--- config.mk ---
export PLATFORM = sky130hd
export DESIGN_NAME = mealy_fsm_prog
export DESIGN_NICKNAME = d
export VERILOG_FILES = /design/src/rtl/mealy_fsm_prog.sv
export SDC_FILE = /design/constraint.sdc
export NUM_CORES = 1
export LEC_CHECK = 0
export BUFFER_PORTS_ARGS = -buffer_cell sky130_fd_sc_hd__buf_2
export CORE_MARGIN = 4
export CORE_UTILIZATION = 25
export DETAILED_ROUTE_END_ITERATION = 8
export HOLD_SLACK_MARGIN = 0.08
export SLEW_MARGIN = 40
export SYNTH_ARGS = -nofsm -noshare
export SYNTH_HDL_FRONTEND = slang
export SYNTH_SLANG_ARGS = --single-unit
--- constraint.sdc ---
create_clock -name clk -period 1.5 [get_ports clk]
set_input_delay 0.3 -clock clk [delete_from_list [all_inputs] [get_ports clk]]
set_output_delay 0.3 -clock clk [all_outputs]
set_load 0.02 [all_outputs]
--- src/rtl/mealy_fsm_prog.sv ---
// ---------------------------------------------------------------------------
// mealy_fsm_prog
//   Runtime-programmable Mealy machine. Each transition/output entry
//   {next, out} is indexed by (current state, input symbol) and is written
//   through a config port. One transition is taken per cycle while ctrl_in is
//   high. The state register and the output register update together.
//
// Parameters
//   NUM_STATES : number of legal states (2..16)
//   IN_W       : input symbol width; the table has NUM_STATES * 2^IN_W entries
//   OUT_W      : output word width per transition
//
// Ports
//   clk        : rising-edge clock
//   reset      : asynchronous, active-low reset
//   cfg_we     : table write strobe
//   cfg_state  : table row to write
//   cfg_sym    : table column to write
//   cfg_next   : next-state value for the entry
//   cfg_out    : output value for the entry
//   init_load  : load state from state_in (takes priority over ctrl_in)
//   state_in   : initial/forced state
//   sw_in      : current input symbol
//   ctrl_in    : step enable
//   err_clr    : clears the sticky err flag
//   state      : current state (registered)
//   out        : output of the last transition taken (registered)
//   err        : sticky error flag (illegal write or illegal load)
//   step_cnt   : steps taken since reset/last load (only with MEALY_STEP_CNT_EN)
//
// Optional feature macro: MEALY_STEP_CNT_EN
// ---------------------------------------------------------------------------
module mealy_fsm_prog #(
  parameter int NUM_STATES = 3,
  parameter int IN_W       = 2,
  parameter int OUT_W      = 1,
  localparam int ST_W      = (NUM_STATES > 2) ? $clog2(NUM_STATES) : 1
) (
  input  logic              clk,
  input  logic              reset,
  input  logic              cfg_we,
  input  logic [ST_W-1:0]   cfg_state,
  input  logic [IN_W-1:0]   cfg_sym,
  input  logic [ST_W-1:0]   cfg_next,
  input  logic [OUT_W-1:0]  cfg_out,
  input  logic              init_load,
  input  logic [ST_W-1:0]   state_in,
  input  logic [IN_W-1:0]   sw_in,
  input  logic              ctrl_in,
  input  logic              err_clr,
`ifdef MEALY_STEP_CNT_EN
  output logic [15:0]       step_cnt,
`endif
  output logic [ST_W-1:0]   state,
  output logic [OUT_W-1:0]  out,
  output logic              err
);

  localparam int NUM_SYM = 1 << IN_W;
  // One extra bit so NUM_STATES itself is representable for range checks.
  localparam logic [ST_W:0] NS_L = (ST_W+1)'(NUM_STATES);

  logic [ST_W-1:0]  tbl_next_r [NUM_STATES][NUM_SYM];
  logic [OUT_W-1:0] tbl_out_r  [NUM_STATES][NUM_SYM];

  logic [ST_W-1:0]  state_r;
  logic [OUT_W-1:0] out_r;
  logic             err_r;

  logic [ST_W-1:0]  state_nxt_s;
  logic [OUT_W-1:0] out_nxt_s;
  logic             err_nxt_s;
  logic             wr_ok_s;
  logic             wr_bad_s;
  logic             ld_ok_s;
  logic             ld_bad_s;
  logic             step_s;
  logic [ST_W-1:0]  rd_next_s;
  logic [OUT_W-1:0] rd_out_s;

`ifdef MEALY_STEP_CNT_EN
  logic [15:0]      cnt_r;
  logic [15:0]      cnt_nxt_s;
`endif

  // Table storage: reset to "hold" (next = own row, out = 0), legal writes commit.
  always_ff @(posedge clk or negedge reset) begin
    if (!reset) begin
      for (int i = 0; i < NUM_STATES; i++) begin
        for (int j = 0; j < NUM_SYM; j++) begin
          tbl_next_r[i][j] <= ST_W'(i);
          tbl_out_r[i][j]  <= {OUT_W{1'b0}};
        end
      end
    end else begin
      if (wr_ok_s) begin
        tbl_next_r[cfg_state][cfg_sym] <= cfg_next;
        tbl_out_r[cfg_state][cfg_sym]  <= cfg_out;
      end else begin
        tbl_next_r[state_r][sw_in] <= tbl_next_r[state_r][sw_in];
      end
    end
  end

  // State, output and error registers.
  always_ff @(posedge clk or negedge reset) begin
    if (!reset) begin
      state_r <= {ST_W{1'b0}};
      out_r   <= {OUT_W{1'b0}};
      err_r   <= 1'b0;
`ifdef MEALY_STEP_CNT_EN
      cnt_r   <= 16'd0;
`endif
    end else begin
      state_r <= state_nxt_s;
      out_r   <= out_nxt_s;
      err_r   <= err_nxt_s;
`ifdef MEALY_STEP_CNT_EN
      cnt_r   <= cnt_nxt_s;
`endif
    end
  end

  // Next-state logic: table read uses the pre-write contents, so a same-edge
  // write to the entry being read only affects the following step.
  always_comb begin
    rd_next_s   = tbl_next_r[state_r][sw_in];
    rd_out_s    = tbl_out_r[state_r][sw_in];
    wr_ok_s     = 1'b0;
    wr_bad_s    = 1'b0;
    ld_ok_s     = 1'b0;
    ld_bad_s    = 1'b0;
    step_s      = 1'b0;
    state_nxt_s = state_r;
    out_nxt_s   = out_r;
    err_nxt_s   = err_r;

    if (cfg_we) begin
      if (({1'b0, cfg_state} < NS_L) && ({1'b0, cfg_next} < NS_L)) begin
        wr_ok_s = 1'b1;
      end else begin
        wr_bad_s = 1'b1;
      end
    end else begin
      wr_ok_s = 1'b0;
    end

    if (init_load) begin
      if ({1'b0, state_in} < NS_L) begin
        ld_ok_s     = 1'b1;
        state_nxt_s = state_in;
      end else begin
        ld_bad_s = 1'b1;
      end
    end else if (ctrl_in) begin
      step_s      = 1'b1;
      state_nxt_s = rd_next_s;
      out_nxt_s   = rd_out_s;
    end else begin
      state_nxt_s = state_r;
    end

    // A new error on the same edge as err_clr wins.
    if (wr_bad_s || ld_bad_s) begin
      err_nxt_s = 1'b1;
    end else if (err_clr) begin
      err_nxt_s = 1'b0;
    end else begin
      err_nxt_s = err_r;
    end
  end

`ifdef MEALY_STEP_CNT_EN
  // Step counter next value: cleared by a successful load, wraps naturally.
  always_comb begin
    cnt_nxt_s = cnt_r;
    if (ld_ok_s) begin
      cnt_nxt_s = 16'd0;
    end else if (step_s) begin
      cnt_nxt_s = cnt_r + 16'd1;
    end else begin
      cnt_nxt_s = cnt_r;
    end
  end
`endif

  // Output drive straight from the registers.
  always_comb begin
    state = state_r;
    out   = out_r;
    err   = err_r;
`ifdef MEALY_STEP_CNT_EN
    step_cnt = cnt_r;
`endif
  end

endmodule

-- Yosys cells after proc, flatten, opt, wreduce, memory -nomap -nowiden
Index checks and enable logic that the tools add are counted.
- output and inout port bits: 4
- register bits after elaboration: 40
- bits of input ports: 17
- muxes and demuxes: 39
- bitwise operators: 5
- reduce and logical (&&, ||, !) cells: 10
- equality and inequality tests: 1
- magnitude comparators: 11
- operators with widths (kind ; number):
    $bwmux 24 ; 2
    $demux 8 s2 ; 2
    $mux 8 ; 4
    $mux 24 ; 1
    $bmux 8 s2 ; 1
    $mux 2 ; 7
    $bwmux 12 ; 1
    $ge 3x3->1 const B ; 4
    $lt 3x1->1 const B ; 4
    $mux 4 ; 3
    $not 2->3 ; 4
    $mux 1 ; 11
    $bmux 4 s2 ; 1
    $demux 2 s2 ; 2
    $demux 4 s2 ; 1
    $lt 2x2->1 const B ; 3
    $logic_and 1x1->1 ; 5
    $bmux 2 s2 ; 1
    $reduce_and 2->1 ; 2
    $reduce_bool 2->1 ; 2
    $bmux 1 s2 ; 1
    $demux 1 s2 ; 1
    $ne 2x1->1 const B ; 1
    $logic_or 1x1->1 ; 1
    $not 1->1 ; 1

-- Depth between registers and ports, before layout
Gate-level depths: netlist of run 1.
- depth after elaboration: 9
- depth in mapped cells: 6
- mapped depth without buffers: 4

-- Worst setup path after synthesis of run 1
OpenSTA, ideal clock, no wires.
- path type: register -> register
- from: register state_r[1], in the netlist state[1]
- to: register out_r, in the netlist out
- stages on the path, launching flop included: 7
- path slack: -147 ps
- data required time: 1423 ps
- data arrival time: 1570 ps
- path buffers: 2
- cells stage by stage: dfrtp_1 > buf_4 > buf_12 > mux2i_1 > a2bb2oi_1 > mux4_2 > a21oi_1
- longest elaborated chain between the ends: 7
- RTL lines (what ; line ; source):
    start, declared ; 66 ; logic [ST_W-1:0] state_r;
    start signal, assigned ; 108 ; state_r <= {ST_W{1'b0}};
    start signal, assigned ; 115 ; state_r <= state_nxt_s;
    $not 2->3 (not written as such) ; 128 ; rd_out_s = tbl_out_r[state_r][sw_in];
    $bmux 4 s2 ; 128 ;
    $mux 4 (not written as such) (2 in series) ; 128 ;
    $bmux 1 s2 ; 128 ;
    $mux 1 (not written as such) (2 in series) ; 128 ;
    end signal, assigned ; 109 ; out_r <= {OUT_W{1'b0}};
    end signal, assigned ; 116 ; out_r <= out_nxt_s;
    end, declared ; 67 ; logic [OUT_W-1:0] out_r;
No other way between the ends. The select of a mux whose other input is x is not followed.
A chain may end at the register's enable or synchronous reset.

-- Worst setup path after layout of run 1
Ends and elaborated chain as after synthesis.

==> results of run 1 <==
[repair_timing]
action                                 CTS  global route
buffers inserted                         0             2
pin swaps                                2             4
endpoints found under the hold margin   14             0
setup endpoints to repair                5             9
resized for setup                        4            11
hold buffers                             1             0
[worst max-delay path: stages, from the launching register on]
cell	delay, ns
sky130_fd_sc_hd__dfrtp_2	0.44
sky130_fd_sc_hd__buf_12	0.16
sky130_fd_sc_hd__mux2i_1	0.14
sky130_fd_sc_hd__a2bb2oi_1	0.14
sky130_fd_sc_hd__mux4_2	0.47
sky130_fd_sc_hd__a21oi_2	0.12
[report_power, final]
part,switching (mW),leakage [nW],internal (mW)
combinational,0.314,0.571,0.441
sequential,0.141,0.478,1.36
clock,0.404,0.0614,0.545
total,0.860,1.11,2.34
[logic make-up (layout without fill, tap and decap cells)]
family,Yosys count,count (layout),synth area share [%]
multiplexers,49,49,27.2
flip-flops,40,40,50.1
AND/OR/NAND/NOR,29,29,9.37
AO/OA/AOI/OAI,25,25,9.62
buffers and inverters,13,49,3.72
[area by class of cell]
| cell class | instances | area, um2 |
|---|---|---|
| timing repair buffer | 38 | 288 |
| fill | 814 | 5220 |
| inverter | 3 | 11.3 |
| multi-input combinational | 103 | 990 |
| clock buffer | 6 | 82.6 |
| sequential | 40 | 1010 |
| clock inverter | 2 | 38.8 |
| tap | 102 | 128 |
[layout by cell type, fill, tap and decap left out, drive strengths merged]
cell type / count
buf: 37
mux2: 36
dfrtp: 32
mux2i: 12
dfstp: 8
nand2: 8
a2bb2oi: 6
clkbuf: 6
nor2: 6
a21oi: 5
nor2b: 4
nand3: 3
inv: 3
o221ai: 3
and4b: 2
a21bo: 2
or2: 2
a221o: 2
o22ai: 2
a31oi: 2
nor3b: 2
o2bb2ai: 2
mux4: 1
a22oi: 1
or4b: 1
nor3: 1
clkinv: 1
bufinv: 1
dlygate4sd3: 1
[metrics by stage]
step | setup slack [ns] | TNS, ns | std cells
floorplan | -0.0857 | -0.830 | 156
global placement | -0.352 | -3.36 | 283
detailed placement | -0.342 | -3.49 | 283
CTS | -0.0390 | -0.0390 | 292
global route | -0.0779 | -0.185 | 294
finish | -0.0319 | -0.0327 | 294
[sequential cells by signal, summed over array words and instances (netlist names)]
| register | cells |
|---|---|
| tbl_next_r | 24 |
| out | 1 |
| state | 2 |
| err | 1 |
| tbl_out_r | 12 |
[final timing paths]
check / start / to / cells after the start
worst max-delay path: state[1] / out / 5
worst min-delay path: err_clr / err / 2
worst max register to register: state[1] / out / 5
worst min register to register: tbl_out_r[2] / tbl_out_r[2] / 1
max in group asynchronous: reset / tbl_next_r[14] / 3
min in group asynchronous: reset / err / 2
[metal layers]
layer / share of wire [%] / track usage [%] / vias to the layer above
met5: 0 / 0 / -
met3: 3.3 / 2.36 / 5
met1: 51 / 14.8 / 691
met4: 1.2 / 4.47 / 0
met2: 44 / 14.3 / 23
li1: - / - / 644
==> metrics.yaml, run 1 <==
status: "finished, violations left"
failing_checks: "setup timing"
initialDrtViolationCount: 57
flow.area_growth_from_synthesis_pct: 26.4
clock-root-buffer: "sky130_fd_sc_hd__clkbuf_8"
fin_area_um2: 2550
synth_largest_type_area_fraction_pct: 39.7
fin_util_pct: 32.8
timing_worst_setup_path_type: "flop to flop"
setup_slack_ns: -0.0319
fp-row-count: 32
required_ns: 1.73
holdWs_ns: 0.251
cts_num_sinks: 40
r2r_setup_slack_ns: -0.03
cp_max_fanout: 10
chipHeight_um: 97.8
via_count_of_the_first_global_routing_pass: 1457
power.static_leakage_nw: 1.11
postSynth.topFlopCell: "sky130_fd_sc_hd__dfrtp_1"
p_per_area_nw_per_um2: 1260
finalHoldViolations: 0
dp_hpwl_um: 3320
grt_use_total_pct: 10.2
synthArstFlopShare_pct: 100
setup.worst_path.end_class: "flop"
syn-mean-instance-area_um2: 12.9
ys_seq_elements: 40
synth_area_leaders: "sky130_fd_sc_hd__dfrtp_1 (40%), sky130_fd_sc_hd__mux2_2 (20%), sky130_fd_sc_hd__dfstp_2 (10%)"
first_pass_grt_wire_length_um: 7640
grt_max_degree: 25
vias_per_cell: 4.64
coreArea_um2: 7770
finalCriticalPeriod_ns: 1.53
cts_made_buffers: 5
post_route_cells_drive_above_1_share_pct: 54.7
post-layout-total-power_mw: 3.20
synthMostInstantiatedCell: "sky130_fd_sc_hd__mux2_2"
ctsLongestPathBuffers: 2
routed_wirelength_um: 4630
clock-skew-final_ns: 0.0127
vias: 1363
irDropWorstVdd_uv: 425
ios: 21
routed_wire_length_per_instance_um: 15.8
nets_final: 208
synth_area_leader_cell: "sky130_fd_sc_hd__dfrtp_1"
maxCapViolations: 0
buffer_ports.inserted: 20
cp_data_arrival_time_ns: 1.76
critical_path.startpoint_type: "flop"
die_width_um: 97.8
grt_remaining_overflow: 0
detail_route.first_pass.iterations: 3
cts_tree: "built"
slew_headroom_pct: 71.7
synth_cell_types: 29
final-max-slew-violation-count: 0
post-route-drc-count: 0
synthesized_nets: 173
clock.fmax_mhz: 653
htree_levels: 2
grt_antenna_before_repair: 0
rsz0062_at_grt: "true"
count_of_flip_flops_with_a_built_in_enable_after_synthesis: 0
tightestPinTransition_ns: 0.424
syn-instance-count: 156
post_synth_top_cells: "sky130_fd_sc_hd__mux2_2 (36), sky130_fd_sc_hd__dfrtp_1 (32), sky130_fd_sc_hd__mux2i_1 (12)"
clk_pin_slew_ns: 0.09
start_util_pct: 26.0
place.gp.congestion: 0.725
holdCritPathClass: "primary input to flop"
netlist_area_um2: 2020
synth-warning-count: 0
dieArea_um2: 9570
setup_viol: 2
layout_worst_path_cycle_share_pct: 102
detailed_place.area_um2: 2330
postRouteAntennaNets: 0
synth_seq_area_share_pct: 50.1
later_pin_clock_latency_in_the_skew_report_ns: 0.30
insertedDiodeCount: 0
(Power assumes the default switching activity.)
==> run 2, diff against run 1 <==
==> constraint.sdc (replaced) <==
create_clock -name clk -period 1.5 [get_ports clk]
set_input_delay 0 -clock clk [delete_from_list [all_inputs] [get_ports clk]]
set_output_delay 0 -clock clk [all_outputs]
set_load 0.02 [all_outputs]
==> run 2 against run 1 <==
Effect of this change: critical path type unchanged; via count is 1.5% lower; combinational power is 5.7% lower; critical path depth unchanged; sequential cell count stayed put; utilization is 1.2 points lower; count of clock-buffer cells in the layout is 1 higher; critical endpoint unchanged; first-iteration DRC count decreased by 7.0%; power down 9.5%; the run still ends with setup timing left.
==> metrics.yaml, run 2 (synthesized netlist as in run 1, its figures left out) <==
coreArea_um2: 7770
finalCriticalPeriod_ns: 1.53
holdWs_ns: 0.113
cts_num_sinks: 40
post_route_cells_drive_above_1_share_pct: 49.7
routed_wire_length_per_instance_um: 14.4
setup.worst_path.end_class: "flop"
nets_final: 209
failing_checks: "setup timing"
regArea_um2: 1010
r2r.worst_path.cells: 5
power.static_leakage_nw: 1.06
setup_slack_ns: -0.0262
regMostFlops: "tbl_next_r"
fp-row-count: 32
clk_pin_slew_ns: 0.08
detailed_place.area_um2: 2270
finish.cell_count_without_fillers: 295
grt_remaining_overflow: 0
dp.cells: 278
later_pin_clock_latency_in_the_skew_report_ns: 0.29
first_pass_grt_wire_length_um: 7190
hold_end: "out"
dp_hpwl_um: 3160
final-max-slew-violation-count: 0
chipHeight_um: 97.8
routed_wirelength_um: 4250
min_path_cells: 3
status: "finished, violations left"
vias_per_cell: 4.55
clock.fmax_mhz: 655
fin_area_um2: 2450
timing.rr.end: "out"
post-route-drc-count: 0
reg2reg_from: "state[1]"
detail_route.first_pass.iterations: 4
tightestPinTransition_ns: 0.512
ctsLongestPathBuffers: 2
setup_viol: 1
vias: 1343
required_ns: 1.73
rsz0062_at_grt: "true"
clock-skew-final_ns: 0.00352
insertedDiodeCount: 0
clock-root-buffer: "sky130_fd_sc_hd__clkbuf_8"
fillCellCount: 802
die_width_um: 97.8
start_util_pct: 26.0
layout_worst_path_cycle_share_pct: 102
cp_max_fanout: 10
grt_max_degree: 41
via_count_of_the_first_global_routing_pass: 1428
holdCritPathClass: "primary input to flop"
irDropWorstVdd_uv: 345
critical_path.startpoint_type: "flop"
place_worst_setup_slack_ns: -0.0343
ios: 21
flow.area_growth_from_synthesis_pct: 21.6
cp_data_arrival_time_ns: 1.75
finalHoldViolations: 0
slew_headroom_pct: 65.8
maxCapViolations: 0
final_common_cell: "sky130_fd_sc_hd__mux2_2"
cts_made_buffers: 5
timing_worst_setup_path_type: "flop to flop"
buffer_ports.inserted: 20
r2r_setup_slack_ns: -0.03
p_per_area_nw_per_um2: 1180
place.gp.congestion: 0.807
htree_levels: 2
grt_antenna_before_repair: 0
multi_input_area_um2: 951
postRouteAntennaNets: 0
grt_use_total_pct: 9.47
largest_register_ffs: 24
launch_point_of_the_worst_hold_path: "init_load"
most-common-layout-cells: "sky130_fd_sc_hd__mux2_2 (36), sky130_fd_sc_hd__dfrtp_1 (31), sky130_fd_sc_hd__buf_2 (20)"
initialDrtViolationCount: 53
cts_tree: "built"
dieArea_um2: 9570
fin_util_pct: 31.6
## run 2: changes by cell type in the layout (fill, tap and decap cells not counted), moves of 2 or more
cell                            change
sky130_fd_sc_hd__buf_2              +4
sky130_fd_sc_hd__mux2_2             +5
sky130_fd_sc_hd__buf_4              -3
sky130_fd_sc_hd__clkbuf_1           +2
sky130_fd_sc_hd__buf_6              -4
sky130_fd_sc_hd__dlygate4sd3_1      +5
sky130_fd_sc_hd__mux2_4             -5
## run 2: worst max path at each step
stage / endpoint / start / slack [ns] / cells past startpoint
2_1_floorplan: out / state[1] / -0.09 / 6
3_3_place_gp: tbl_out_r[8] / cfg_next[0] / 0.002 / 5
3_5_place_dp: out / state[1] / -0.03 / 5
4_1_cts: out / state[1] / -0.03 / 5
5_1_grt: out / state[1] / -0.06 / 5
6_report: out / state[1] / -0.03 / 5
## run 2: where the power goes
| part | internal (mW) | switching, mW | leakage [nW] | total (mW) |
|---|---|---|---|---|
| clock | 0.327 | 0.365 | 0.0422 | 0.692 |
| combinational | 0.415 | 0.297 | 0.545 | 0.712 |
| sequential | 1.36 | 0.135 | 0.478 | 1.49 |
| total | 2.10 | 0.797 | 1.06 | 2.90 |
## run 2: stage by stage
step	setup TNS, ns	power, mW
after floorplan	-0.0971	1.97
after global placement	0	2.17
after detailed placement	-0.0773	2.19
after CTS	-0.0320	2.90
after global routing	-0.147	3.07
final	-0.0262	2.90
## run 2: what timing repair did
| action | in CTS | in global routing |
|---|---|---|
| setup buffers | 2 | 1 |
| setup endpoints to repair | 1 | 3 |
| gates resized for setup | 1 | 3 |
| gates cloned | 0 | 0 |
| pin swaps | 0 | 1 |
| hold endpoints to repair | 35 | 0 |
| hold buffers | 6 | 0 |
## run 2: layer usage
metal | track usage, % | share of wire [%] | routed length [um] | up-vias
met2 | 15.7 | 49 | 2100 | 19
met4 | 2.88 | 1.1 | 47 | 0
met5 | 0 | 0 | 0 | -
met1 | 12.0 | 46 | 1960 | 671
met3 | 2.71 | 3.5 | 150 | 5
li1 | - | - | - | 648
## run 2: worst max-delay path: stages, from the launching register on
cell and delay [ns]:
sky130_fd_sc_hd__dfrtp_2 0.44, sky130_fd_sc_hd__buf_12 0.16, sky130_fd_sc_hd__mux2i_1 0.13, sky130_fd_sc_hd__a2bb2oi_1 0.13, sky130_fd_sc_hd__mux4_2 0.48, sky130_fd_sc_hd__a21oi_2 0.13
## run 2: area by class of cell
type                            count  area share [%]
Clock buffer                        7            3.11
Clock inverter                      1           0.204
Inverter                            3           0.459
Multi-Input combinational cell    103            38.8
Sequential cell                    40            41.3
Tap cell                          102            5.20
Timing Repair Buffer               39            11.0
==> run 3, diff against run 2 <==
MAX_ROUTING_LAYER = met4   (was default)
==> run 3 against run 2 <==
Effect of this change: the flow still finishes with violations (setup timing); register-to-register slack about the same; die area did not move; hold slack got worse by 0.0053 ns; clock power barely moved; highest routed layer unchanged; critical endpoint unchanged; global-route usage up 0.28 points; critical path depth unchanged; utilization stayed put; largest cell class unchanged.
==> metrics.yaml, run 3 (synthesized netlist as in run 1, its figures left out) <==
grt_max_degree: 41
tightestPinTransition_ns: 0.511
start_util_pct: 26.0
worst_setup_path_endpoint: "out"
buffer_ports.inserted: 20
setup.worst_path.end_class: "flop"
finalCriticalPeriod_ns: 1.53
initialDrtViolationCount: 87
power.static_leakage_nw: 1.06
path_depth: 5
dp.cells: 278
most-common-layout-cells: "sky130_fd_sc_hd__mux2_2 (36), sky130_fd_sc_hd__dfrtp_1 (31), sky130_fd_sc_hd__buf_2 (20)"
die_width_um: 97.8
holdWs_ns: 0.108
coreArea_um2: 7770
postRouteAntennaNets: 0
htree_levels: 2
worst-path-buf-inv: 1
share_clk_of_total_power_pct: 23.9
seq_power_share_pct: 51.5
dp_hpwl_um: 3160
r2r.worst_path.cells: 5
clk_pin_slew_ns: 0.08
ctsLongestPathBuffers: 2
required_ns: 1.73
fin_util_pct: 31.6
place.gp.congestion: 0.819
timing.rr.end: "out"
status: "finished, violations left"
slew_headroom_pct: 66.0
regArea_um2: 1010
reg2reg_from: "state[1]"
clock.fmax_mhz: 656
maxCapViolations: 0
first_pass_grt_wire_length_um: 7190
cts_tree: "built"
grt_antenna_before_repair: 0
critical_path.startpoint_type: "flop"
cts_num_sinks: 40
nets_final: 209
timing_worst_setup_path_type: "flop to flop"
layout_worst_path_cycle_share_pct: 102
dieArea_um2: 9570
ios: 21
internal_power_mw: 2.10
vias: 1330
regMostFlops: "tbl_next_r"
fp-row-count: 32
post-route-drc-count: 0
crit_path_start: "state[1]"
p_per_area_nw_per_um2: 1180
chipHeight_um: 97.8
cp_slowest_stage_delay_ns: 0.48
grt_remaining_overflow: 0
flow.area_growth_from_synthesis_pct: 21.6
routed_wire_length_per_instance_um: 14.5
multi_input_area_um2: 951
vias_per_cell: 4.51
critPathTopFamily: "multiplexers"
timing.setup.tns_ns: -0.0253
routed_wirelength_um: 4270
later_pin_clock_latency_in_the_skew_report_ns: 0.29
final-max-slew-violation-count: 0
share_comb_of_total_power_pct: 24.5
clock-root-buffer: "sky130_fd_sc_hd__clkbuf_8"
r2r_setup_slack_ns: -0.03
final_common_cell: "sky130_fd_sc_hd__mux2_2"
cp_data_arrival_time_ns: 1.75
cp_max_fanout: 10
setup_viol: 1
grt_use_total_pct: 9.75
failing_checks: "setup timing"
detail_route.first_pass.iterations: 4
largest_register_ffs: 24
clock-skew-final_ns: 0.00373
holdCritPathClass: "primary input to flop"
finish.cell_count_without_fillers: 295
rsz0062_at_grt: "true"
setup_slack_ns: -0.0253
insertedDiodeCount: 0
via_count_of_the_first_global_routing_pass: 1436
cts_made_buffers: 5
netSwitchingFraction_pct: 27.5
post_route_cells_drive_above_1_share_pct: 49.7
min_path_cells: 3
fillCellCount: 802
netSwitchingPower_mw: 0.799
timing.critical_path.slowest_stage_cell: "sky130_fd_sc_hd__mux4_2"
irDropWorstVdd_uv: 346
finalHoldViolations: 0
timing.critical_path.cells: "buf_12 -> mux2i_1 -> a2bb2oi_1 -> mux4_2 -> a21oi_2"
-- run 3: cell counts in the layout (fill, tap and decap cells not counted) --
No cell type changed its count.
-- run 3: worst min path at each step --
stage / startpoint / endpoint
detailed placement: reset / tbl_next_r[20]
finish: init_load / out
global placement: reset / err
CTS: init_load / state[0]
global route: init_load / out
floorplan: reset / err
-- run 3: per-stage QoR --
| stage | total power, mW | setup WS, ns | instance area [um2] |
|---|---|---|---|
| floorplan | 1.97 | -0.0857 | 2020 |
| global placement | 2.17 | 0.00222 | 2270 |
| detailed placement | 2.19 | -0.0343 | 2270 |
| CTS | 2.90 | -0.0320 | 2430 |
| global route | 3.07 | -0.0630 | 2450 |
| finish | 2.90 | -0.0253 | 2450 |
-- run 3: worst min-delay path, cell delays in order --
cell and delay (ns):
sky130_fd_sc_hd__buf_2 0.13, sky130_fd_sc_hd__nor2b_1 0.10, sky130_fd_sc_hd__a21oi_2 0.14
-- run 3: cell type report --
cell class	instances	share of cell area (%)
clock inverters	1	0.204
repair buffers	39	11.0
well taps	102	5.20
inverters	3	0.459
flip-flops and latches	40	41.3
clock buffers	7	3.11
multi-input cells	103	38.8
-- run 3: power by group through the flow --
stage	logic (mW)	clock network [mW]	registers, mW
CTS	0.703	0.708	1.49
global placement	0.654	0	1.52
floorplan	0.487	0	1.48
detailed placement	0.672	0	1.52
finish	0.712	0.693	1.50
global route	0.789	0.753	1.52
-- run 3: repair_timing --
| item | in CTS | in global routing |
|---|---|---|
| hold endpoints to repair | 35 | 0 |
| endpoints found under the setup margin | 1 | 3 |
| pin swaps | 0 | 1 |
| gates resized for setup | 1 | 3 |
| cloned | 0 | 0 |
| setup buffers | 2 | 1 |
| hold buffers | 6 | 0 |
-- run 3: layer usage --
metal,routed length (um),global-route usage (%),share of wire [%]
met1,1960,12.0,46
met2,2110,15.7,49
met3,166,2.71,3.9
met4,31,2.88,0.73
met5,0,-,0
